$ cat src/rtl/imem_ctrl_pkg.sv
// Shared definitions for the instruction-memory load controller, the
// instruction memory and the PC/fetch blocks.
package imem_ctrl_pkg;

    localparam int IMEM_DEPTH  = 56;
    localparam int IMEM_ADDR_W = 10;
    localparam int IMEM_DATA_W = 32;

    // Instruction handed to decode whenever no valid fetch exists.
    localparam logic [31:0] NOP_WORD = 32'h0000_0000;

    typedef enum logic [1:0] {
        ST_IDLE  = 2'd0,
        ST_LOAD  = 2'd1,
        ST_RUN   = 2'd2,
        ST_ERROR = 2'd3
    } state_t;

endpackage

$ cat src/rtl/imem_load_controller.sv
// Arbitrates the single-port instruction memory between the boot-time
// program loader and the CPU fetch path.
//
// Loader handshake: a word is accepted in any cycle where load_valid and
// load_ready are both high; load_ready is high for every LOAD cycle, and the
// accepted word is written to memory on the rising edge that ends that cycle.
//
// load_start has priority in every state: it always restarts the load at
// address 0 and clears load_count, overflow_err and fetch_fault.  An accept
// that coincides with load_start still drives the write strobe, but the
// pointer and count restart from zero, so that word is not counted.
module imem_load_controller
    import imem_ctrl_pkg::*;
#(
    parameter int                 DEPTH    = IMEM_DEPTH,
    parameter int                 ADDR_W   = IMEM_ADDR_W,
    parameter int                 DATA_W   = IMEM_DATA_W,
    parameter logic [DATA_W-1:0]  NOP_WORD = DATA_W'(imem_ctrl_pkg::NOP_WORD)
) (
    input  logic              clock,
    input  logic              reset,
    input  logic              load_start,
    input  logic              run_start,
    input  logic              load_valid,
    input  logic [DATA_W-1:0] load_data,
    input  logic              load_last,
    output logic              load_ready,
    input  logic [ADDR_W-1:0] pc_addr,
    output logic [DATA_W-1:0] instruction_out,
    output logic              cpu_hold,
    output logic [ADDR_W-1:0] mem_addr,
    output logic              mem_we,
    output logic [DATA_W-1:0] mem_wdata,
    input  logic [DATA_W-1:0] mem_rdata,
    output logic [ADDR_W-1:0] load_count,
    output logic              overflow_err,
    output logic              fetch_fault,
    output logic [1:0]        dbg_state
);

    localparam logic [ADDR_W-1:0] LAST_ADDR  = ADDR_W'(DEPTH - 1);
    localparam logic [ADDR_W-1:0] DEPTH_ADDR = ADDR_W'(DEPTH);
    localparam logic [ADDR_W-1:0] ADDR_ONE   = ADDR_W'(1);

    state_t            r_state;
    logic [ADDR_W-1:0] r_wptr;
    logic [ADDR_W-1:0] r_load_count;
    logic              r_overflow_err;
    logic              r_fetch_fault;

    logic              w_accept;
    logic              w_pc_in_range;
    logic              w_fetch_live;

    // Handshake, memory port mux and fetch gating decoded from the state.
    always_comb begin
        w_accept      = (r_state == ST_LOAD) && load_valid;
        w_pc_in_range = (pc_addr < DEPTH_ADDR);
        // A load_start seen in RUN takes the CPU off the memory immediately.
        w_fetch_live  = (r_state == ST_RUN) && !load_start;

        load_ready = (r_state == ST_LOAD);
        cpu_hold   = !w_fetch_live;
        mem_we     = w_accept;
        mem_wdata  = w_accept ? load_data : '0;

        mem_addr = '0;
        if (r_state == ST_LOAD) begin
            mem_addr = r_wptr;
        end else if (r_state == ST_RUN) begin
            mem_addr = pc_addr;
        end

        instruction_out = (w_fetch_live && w_pc_in_range) ? mem_rdata : NOP_WORD;
    end

    // Control FSM with write pointer, word count and the two error flags.
    always_ff @(posedge clock or posedge reset) begin
        if (reset) begin
            r_state        <= ST_IDLE;
            r_wptr         <= '0;
            r_load_count   <= '0;
            r_overflow_err <= 1'b0;
            r_fetch_fault  <= 1'b0;
        end else if (load_start) begin
            r_state        <= ST_LOAD;
            r_wptr         <= '0;
            r_load_count   <= '0;
            r_overflow_err <= 1'b0;
            r_fetch_fault  <= 1'b0;
        end else begin
            case (r_state)
                ST_IDLE: begin
                    if (run_start) begin
                        r_state <= ST_RUN;
                    end
                end
                ST_LOAD: begin
                    if (w_accept) begin
                        r_load_count <= r_load_count + ADDR_ONE;
                        // The pointer parks on the last address so mem_addr never leaves the array.
                        if (r_wptr != LAST_ADDR) begin
                            r_wptr <= r_wptr + ADDR_ONE;
                        end
                        if (load_last) begin
                            r_state <= ST_RUN;
                        end else if (r_wptr == LAST_ADDR) begin
                            r_state        <= ST_ERROR;
                            r_overflow_err <= 1'b1;
                        end
                    end
                end
                ST_RUN: begin
                    if (!w_pc_in_range) begin
                        r_fetch_fault <= 1'b1;
                    end
                end
                ST_ERROR: begin
                    // Only load_start leaves this state; run_start is ignored.
                end
                default: begin
                    r_state <= ST_IDLE;
                end
            endcase
        end
    end

    assign load_count   = r_load_count;
    assign overflow_err = r_overflow_err;
    assign fetch_fault  = r_fetch_fault;
    assign dbg_state    = r_state;

endmodule

$ cat config.mk
export PLATFORM = sky130hd
export DESIGN_NAME = imem_load_controller
export DESIGN_NICKNAME = d
export VERILOG_FILES = /design/src/rtl/imem_ctrl_pkg.sv /design/src/rtl/imem_load_controller.sv
export SDC_FILE = /design/constraint.sdc
export NUM_CORES = 1
export LEC_CHECK = 0
export ABC_AREA = 0
export CORE_MARGIN = 8
export CORE_UTILIZATION = 30
export CTS_CLUSTER_SIZE = 40
export DETAILED_ROUTE_END_ITERATION = 8
export PLACE_DENSITY = 0.93
export SETUP_SLACK_MARGIN = 0.15
export SLEW_MARGIN = 25
export SYNTH_ARGS = -nofsm -noshare
export SYNTH_HDL_FRONTEND = slang
export SYNTH_SLANG_ARGS = --single-unit
export TNS_END_PERCENT = 100
$ cat constraint.sdc
create_clock -name clock -period 1.87 [get_ports clock]
set_input_delay 0.374 -clock clock [delete_from_list [all_inputs] [get_ports clock]]
set_output_delay 0.374 -clock clock [all_outputs]
set_load 0.03 [all_outputs]
### Yosys cells after proc, flatten, opt, wreduce, memory -nomap -nowiden

Cells that the tools add are included.

* bits in registers: 24
* input port bits: 80
* output and inout port bits: 91
* word-level logic and storage cells: 59

* add/subtract/negate cells: 2
* order comparisons: 1
* eq/ne operators: 9
* mux-type cells: 25
* reductions and logical operators: 17

Operator list (count)
* 10-bit 2-to-1 mux: 9
* 32-bit 2-to-1 mux: 2
* 10-bit by 1-bit adder with 10-bit output (second input constant): 2
* 10-bit by 6-bit equality test with 1-bit output (second input constant): 1
* 10-bit by 6-bit less-than comparator with 1-bit output (second input constant): 1
* 2-bit 2-to-1 mux: 5
* 10-bit by 6-bit != test with 1-bit output (second input constant): 1
* 2-bit nonzero test: 5
* 1-bit 2-to-1 mux: 8
* 4-bit AND reduction: 2
* 2-bit != test (second input constant): 2
* 4-bit by 3-bit != test with 1-bit output (second input constant): 1
* 2-bit case mux with 2 select lines: 1
* 2-bit AND reduction: 2
* 1-bit logical AND: 3
* 3-bit by 2-bit != test with 1-bit output (second input constant): 1
* 3-bit != test (second input constant): 1
* 3-bit AND reduction: 1
* 3-bit nonzero test: 1
* 2-bit by 1-bit equality test with 1-bit output (second input constant): 1
* 2-bit equality test (second input constant): 1
* 1-bit zero test: 2
* 2-bit zero test: 1

### Logic depth before layout (Yosys ltp)

Gate-level depths: netlist (run 1).

* depth in word-level cells: 6
* mapped depth: 5
* depth with buffers taken out: 5

### Worst setup path after synthesis (run 1)

Ideal clock, no wire load.

* path kind: register to output
* start: reg r_state[0], in the netlist dbg_state[0]
* end: out mem_wdata[22]
* arrival time: 1.891 ns
* data required time: 1.496 ns
* setup slack: -0.395 ns
* cell stages (with the launch flop): 5
* buffers on the path: 2
* path through: dfrtp_1 and3b_1 clkbuf_1 clkbuf_1 and2_1

* longest elaborated chain between the ends: 3

Ends and longest elaborated chain
* start: declaration: line imem_load_controller.sv:45 `state_t r_state;`
* start signal: assignment: line imem_load_controller.sv:80 `r_state <= ST_IDLE;`
* start signal: assignment: line imem_load_controller.sv:86 `r_state <= ST_LOAD;`
* start signal: assignment: line imem_load_controller.sv:95 `r_state <= ST_RUN;`
* 2-bit by 1-bit equality test with 1-bit output: line imem_load_controller.sv:57 `w_accept = (r_state == ST_LOAD) && load_valid;`
* 1-bit logical AND: line imem_load_controller.sv:57
* named net mem_we: line imem_load_controller.sv:32 `output logic mem_we,`
* 32-bit 2-to-1 mux: line imem_load_controller.sv:65 `mem_wdata = w_accept ? load_data : '0;`
* end: declaration: line imem_load_controller.sv:33 `output logic [DATA_W-1:0] mem_wdata,`

The timed path passes the listed nets, and every way through them passes these cells.

### Worst setup path in the final report (run 1)

* start: reg r_state[1], in the netlist dbg_state[1]
* end: out instruction_out[9]

* longest elaborated chain between the ends: 4

Ends and longest elaborated chain
* 2-bit equality test: line imem_load_controller.sv:60 `w_fetch_live = (r_state == ST_RUN) && !load_start;`
* 1-bit logical AND: line imem_load_controller.sv:60
* 1-bit logical AND: line imem_load_controller.sv:74 `instruction_out = (w_fetch_live && w_pc_in_range) ? mem_rdata : NOP_WORD;`
* 32-bit 2-to-1 mux: line imem_load_controller.sv:74
* end: declaration: line imem_load_controller.sv:29 `output logic [DATA_W-1:0] instruction_out,`

Every way passes these cells.

==> results.cfg, run 1 <==
[sta]
relSlewSlack = 0.753
setup_tns_ns = -7.74
skew_ns = 0.00174
slew_violations = 0
finalHoldViolations = 0
period_minus_slack_ns = 2.04
min_period_over_period = 1.09
rsz0062_at_grt = yes
finalWorstSetupSlack_ns = -0.167
max_slew.worst_pin.slew_ns = 0.371
max_freq_ghz = 0.491
finalSetupViolations = 76

[logic_synthesis]
synth_edf_count = 0
yosys.area.top_type_share = 0.342
ys_ff_latch = 24
synth_cell_types = 34
synth_area_leaders = dfrtp_1 (34%), and2_1 (24%), xor2_1 (6.0%)
synth_flop_cell = dfrtp_1
seq_area_frac_synth = 0.342
synth_async_sr_flop_share = 1.00
yosysWarnings = 0
synth_compound_area_frac = 0.0947
synth_fa_ha_area_frac = 0.0142
synth_area_per_cell_um2 = 8.25
synthCells = 213
synth_simple_gate_area_frac = 0.431
synth_nets = 295
synth.area.mux_share = 0.00569
synth_top_family_by_area = simple AND/OR/NAND/NOR gates
yosys.area_share.xor_xnor = 0.0747
synth_top_area_cell = dfrtp_1
syn_area_um2 = 1760

[min_path]
hold_class = input port to asynchronous set/reset pin

[cells_and_area]
drive_above_1_share = 0.527
area_growth_pct = 162
nets = 514
layout_commonest_cell = buf_6
mostFrequentLayoutCells = buf_6 (94), clkdlybuf4s50_1 (71), and2_4 (64)
n_antenna_cell = 0

[worst_setup_path]
required_ns = 1.50
reg2reg_depth = 9
critPathKind = flip-flop to output pin
cp-start-kind = flip-flop
cp.arrival_ns = 1.66
end_kind = output pin
crit_fanout = 8

[power_and_ir_drop]
pwr-share-seq = 0.306
p_sw_frac = 0.313
ir_drop_mv = 0.469
powerDensity_nw_per_um2 = 390
combPwrFrac = 0.498
total_power_uw = 1800
switchingPower_uw = 563
leakagePower_uw = 0.00223
p_int_uw = 1240
p_clk_frac = 0.196

[global_routing]
grt_remaining_overflow = 0
grt_start_max_net_pins = 26
grt_usage = 0.205
grt_pass1_vias = 2701
grt_pass1_wl_um = 14100
antenna_found_initial = 0

[die]
die_h_um = 92.6
start_util = 0.304
die_area_um2 = 8570
core_um2 = 5780
rows = 28
ios = 171
dieWidth_um = 92.6

[place]
gp_congestion = 0.800
dp_hpwl_um = 6480
io_buffer_count = 170

[run]
maxCapViolCount = 0

[routing]
vias_per_cell = 4.90
wl_per_cell_um = 19.7
drt-total-wl_um = 9990
antenna_left = 0
num_vias = 2477
drt_iter0_drc = 86
drc = 0
drtPass1Iterations = 4

[clock_tree]
cts_inserted_buffers = 3
cts_tree = done
root_buffer = clkbuf_8
htree_levels = 1
ctsLongestPathBuffers = 2
path_clk_slew_ns = 0.08
clock_sinks = 24
clock_latency_ns = 0.26

[status]
violations = setup timing
status = finished with violations
-- synthesized netlist by cell type (2+ instances only) --
cell type  count
and4_1         2
nand2_1        9
dfrtp_1       24
clkbuf_1      12
and2_1        67
a22o_1         9
nor3_1         2
a21oi_1        6
xnor2_1        3
and3_1         5
xor2_1        12
nand4_1        5
nand2b_1       4
nor2_1        20
nand3_1        9
ha_1           2
nor2b_1        3
inv_1          3
-- metal layers --
| metal | track usage | vias up | wire length [um] |
|---|---|---|---|
| met5 | 0 | - | 0 |
| met4 | 0.0671 | 0 | 316 |
| met3 | 0.0469 | 25 | 643 |
| met2 | 0.417 | 121 | 5600 |
| met1 | 0.195 | 1174 | 3430 |
| li1 | - | 1157 | - |
-- stage by stage --
| stage | setup slack, ns | area [um^2] | hold slack (ns) | util | instances |
|---|---|---|---|---|---|
| after floorplan | 0.143 | 1940 | 0.388 | - | 213 |
| after global placement | -0.334 | 3640 | 0.479 | 0.629 | 464 |
| after detailed placement | -0.386 | 3640 | 0.499 | 0.629 | 464 |
| after CTS | -0.155 | 4430 | 0.472 | 0.766 | 498 |
| after global routing | -0.230 | 4610 | 0.499 | 0.798 | 506 |
| final | -0.167 | 4610 | 0.462 | 0.798 | 506 |
-- final timing paths --
check	startpoint	end	slack [ns]
worst max-delay path	dbg_state[1]	instruction_out[9]	-0.17
worst min-delay path	reset	load_count[2]	0.46
worst max register to register	dbg_state[1]	r_wptr[3]	-0.02
worst min register to register	overflow_err	overflow_err	0.53
max in group asynchronous	reset	dbg_state[1]	1.15
min in group clock	overflow_err	overflow_err	0.53
-- repair_timing --
item,CTS,global route
resized for setup,157,33
endpoints found under the setup margin,88,88
hold buffers,0,0
pin swaps,69,25
gates cloned,7,1
buffers inserted,23,7
-- cell type report --
class	instances	area (um^2)
timing repair buffer	228	2480
tap	75	93.8
multi-input combinational	172	1360
sequential	24	603
clock buffer	4	55.1
inverter	3	11.3
fill	362	1170
-- worst max-delay path, cell delays in order (launching register included) --
cell,delay (ns)
dfrtp_2,0.41
nor2b_4,0.18
nand2b_4,0.08
nor2_4,0.11
buf_6,0.11
buf_6,0.12
buf_16,0.12
and2_4,0.14
buf_6,0.12
-- state kept, by name (all words and copies together) (netlist names) --
register and cells:
load_count 10, r_wptr 10, dbg_state 2, fetch_fault 1, overflow_err 1
-- power groups by stage --
stage | combinational (uW) | sequential (uW) | clock [uW]
finish | 897 | 550 | 353
global route | 938 | 552 | 387
CTS | 836 | 550 | 357
global placement | 629 | 562 | 0
detailed placement | 641 | 563 | 0
floorplan | 290 | 577 | 0
-- logic make-up after synthesis --
| kind of cell | Yosys count |
|---|---|
| AOI/OAI and AO/OA | 22 |
| xor gates and xnor gates | 15 |
| adders and majority gates | 2 |
| buffers and inverters | 17 |
| DFF | 24 |
| muxes | 1 |
| and+or+nand+nor | 132 |
Note: power is estimated with default switching activity, not from simulation.
==> run 2, diff against run 1 <==
--- a/config.mk
+++ b/config.mk
@@ -6,6 +6,7 @@
 export NUM_CORES = 1
 export LEC_CHECK = 0
 export ABC_AREA = 0
+export CORE_ASPECT_RATIO = 0.7
 export CORE_MARGIN = 8
 export CORE_UTILIZATION = 30
 export CTS_CLUSTER_SIZE = 40
==> run 2 against run 1 <==
Effect of this change: the flow still finishes with violations (setup timing); worst setup slack got worse by 0.057 ns; final area is 6.0% lower; global-route usage rose by 2.0 points; clock power rose by 31%; clock-buffer cell count is 1 lower; routed wire length grew 18%; first-iteration DRC count increased to 2.7 times the previous value; via count rose by 6.3%; sequential power about the same; combinational power shrank 11%; utilization down 3.7 points; critical path type is now flip-flop to flip-flop; largest power group unchanged.
==> results.cfg, run 2 (synthesis gave the netlist of run 1 again) <==
[status]
status = finished with violations
violations = setup timing

[clock_tree]
path_clk_slew_ns = 0.10
clock_sinks = 24
postCtsHoldBufs = 0
root_buffer = clkbuf_8
htree_levels = 1
cts_inserted_buffers = 3
ctsLongestPathBuffers = 2
clock_latency_ns = 0.28
cts_tree = done

[routing]
drtPass1Iterations = 4
drt-total-wl_um = 11700
num_vias = 2634
wl_per_cell_um = 24.0
vias_per_cell = 5.38
antenna_left = 0
drc = 0
drt_iter0_drc = 232

[sta]
skew_ns = 0.0142
relSlewSlack = 0.768
max_slew.worst_pin.slew_ns = 0.346
holdWs_ns = 0.435
finalHoldViolations = 0
rsz0062_at_grt = yes
slew_violations = 0
period_minus_slack_ns = 2.09
finalWorstSetupSlack_ns = -0.224
min_period_over_period = 1.12
finalSetupViolations = 82
max_freq_ghz = 0.478

[worst_setup_path]
reg2reg_depth = 10
cp.arrival_ns = 2.24
worstPathCellList = buf_6 > and3b_2 > buf_6 > buf_6 > buf_6 > buf_6 > o41a_1 > buf_4 > xnor2_2 > nor2_1
slowest_stage = dfrtp_2
required_ns = 2.02
slowest_delay_ns = 0.44
crit_top_cell = buf_6
cp_top_family = buffers and inverters
cp-start-kind = flip-flop
critPathKind = flip-flop to flip-flop
reg2reg_slack_ns = -0.22
critPathBufInv = 6
r2r-end = r_wptr[0]
end_kind = flip-flop
reg2reg_from = dbg_state[1]
crit_fanout = 5

[cells_and_area]
n_fill_cell = 323
area_growth_pct = 146
drive_above_1_share = 0.506
fin_cells = 490
mostFrequentLayoutCells = buf_6 (73), clkdlybuf4s50_1 (71), and2_4 (45)
layout_commonest_cell = buf_6
n_antenna_cell = 0
nets = 498

[global_routing]
antenna_found_initial = 0
grt_pass1_vias = 2593
grt_pass1_wl_um = 15200
grt_start_max_net_pins = 35
grt_remaining_overflow = 0
grt_usage = 0.226

[die]
rows = 23
dieWidth_um = 107
ios = 171
die_area_um2 = 8600
die_h_um = 80.0
start_util = 0.309
core_um2 = 5700

[place]
io_buffer_count = 170
gp_congestion = 0.859
dp.cells = 459
dp_hpwl_um = 6680

[power_and_ir_drop]
p_sw_frac = 0.315
powerDensity_nw_per_um2 = 417
p_clk_frac = 0.255
ir_drop_mv = 0.357
combPwrFrac = 0.439
leakagePower_uw = 0.00211
switchingPower_uw = 569
p_int_uw = 1240
pwr-share-seq = 0.306
total_power_uw = 1810

[run]
maxCapViolCount = 0

[min_path]
hold_class = input port to asynchronous set/reset pin
run 2: cell types whose count changed in the layout (fill, tap and decap cells not counted), moves of 2 or more:
cell           previous run  this run
and2_2                    0        19
and2_4                   64        45
buf_12                    3         6
buf_16                    6         3
buf_4                    25        36
buf_6                    94        73
buf_8                     6         0
clkbuf_2                  3         1
dlygate4sd2_1            13        15
nand3_1                   6         8
nand3_2                   3         1
xnor2_1                   3         1
xnor2_2                   0         2
run 2: what timing repair did:
| action | in CTS | in global routing |
|---|---|---|
| pin swaps | 27 | 20 |
| endpoints found under the setup margin | 94 | 91 |
| cloned | 3 | 2 |
| setup buffers | 11 | 11 |
| endpoints found under the hold margin | 0 | 0 |
| gates resized for setup | 105 | 25 |
run 2: how the worst max path moves through the flow:
| stage | start | endpoint | slack [ns] | cells past startpoint |
|---|---|---|---|---|
| after floorplan | dbg_state[1] | mem_wdata[14] | 0.14 | 4 |
| after global placement | pc_addr[8] | instruction_out[12] | -0.37 | 7 |
| after detailed placement | pc_addr[8] | instruction_out[2] | -0.48 | 7 |
| after CTS | dbg_state[0] | instruction_out[5] | -0.15 | 8 |
| after global routing | dbg_state[0] | instruction_out[6] | -0.25 | 8 |
| final | dbg_state[1] | r_wptr[0] | -0.22 | 10 |
run 2: cell type report:
class,count,area (um^2),area share
clock buffers,3,41.3,0.00953
clock inverters,1,30.0,0.00693
inverters,3,11.3,0.00260
multi-input cells,172,1330,0.308
flip-flops and latches,24,603,0.139
well taps,75,93.8,0.0217
repair buffers,212,2220,0.512
run 2: stage by stage:
step | setup TNS, ns | cell area, um^2 | utilization | worst slack (ns)
6_report | -14.68 | 4330 | 0.760 | -0.224
5_1_grt | -17.25 | 4330 | 0.760 | -0.255
3_5_place_dp | -23.44 | 3640 | 0.638 | -0.477
3_3_place_gp | -19.17 | 3640 | 0.638 | -0.375
4_1_cts | -8.45 | 4140 | 0.727 | -0.147
2_1_floorplan | 0 | 1940 | - | 0.143
run 2: power groups by stage:
stage	combinational, uW	sequential (uW)	clock [uW]
global placement	631	562	0
detailed placement	640	564	0
global route	823	554	485
floorplan	290	577	0
CTS	687	548	458
finish	794	553	461
run 2: metal layers:
metal,GRT usage,vias up,part of all wire
met1,0.249,1276,0.35
met3,0.0500,66,0.071
li1,-,1119,-
met5,0,-,0
met2,0.421,173,0.52
met4,0.0703,0,0.052
run 2: worst min-delay path: cells and delay by family:
kind | cells | cell delay, ns
buf+inv | 3 | 0.73
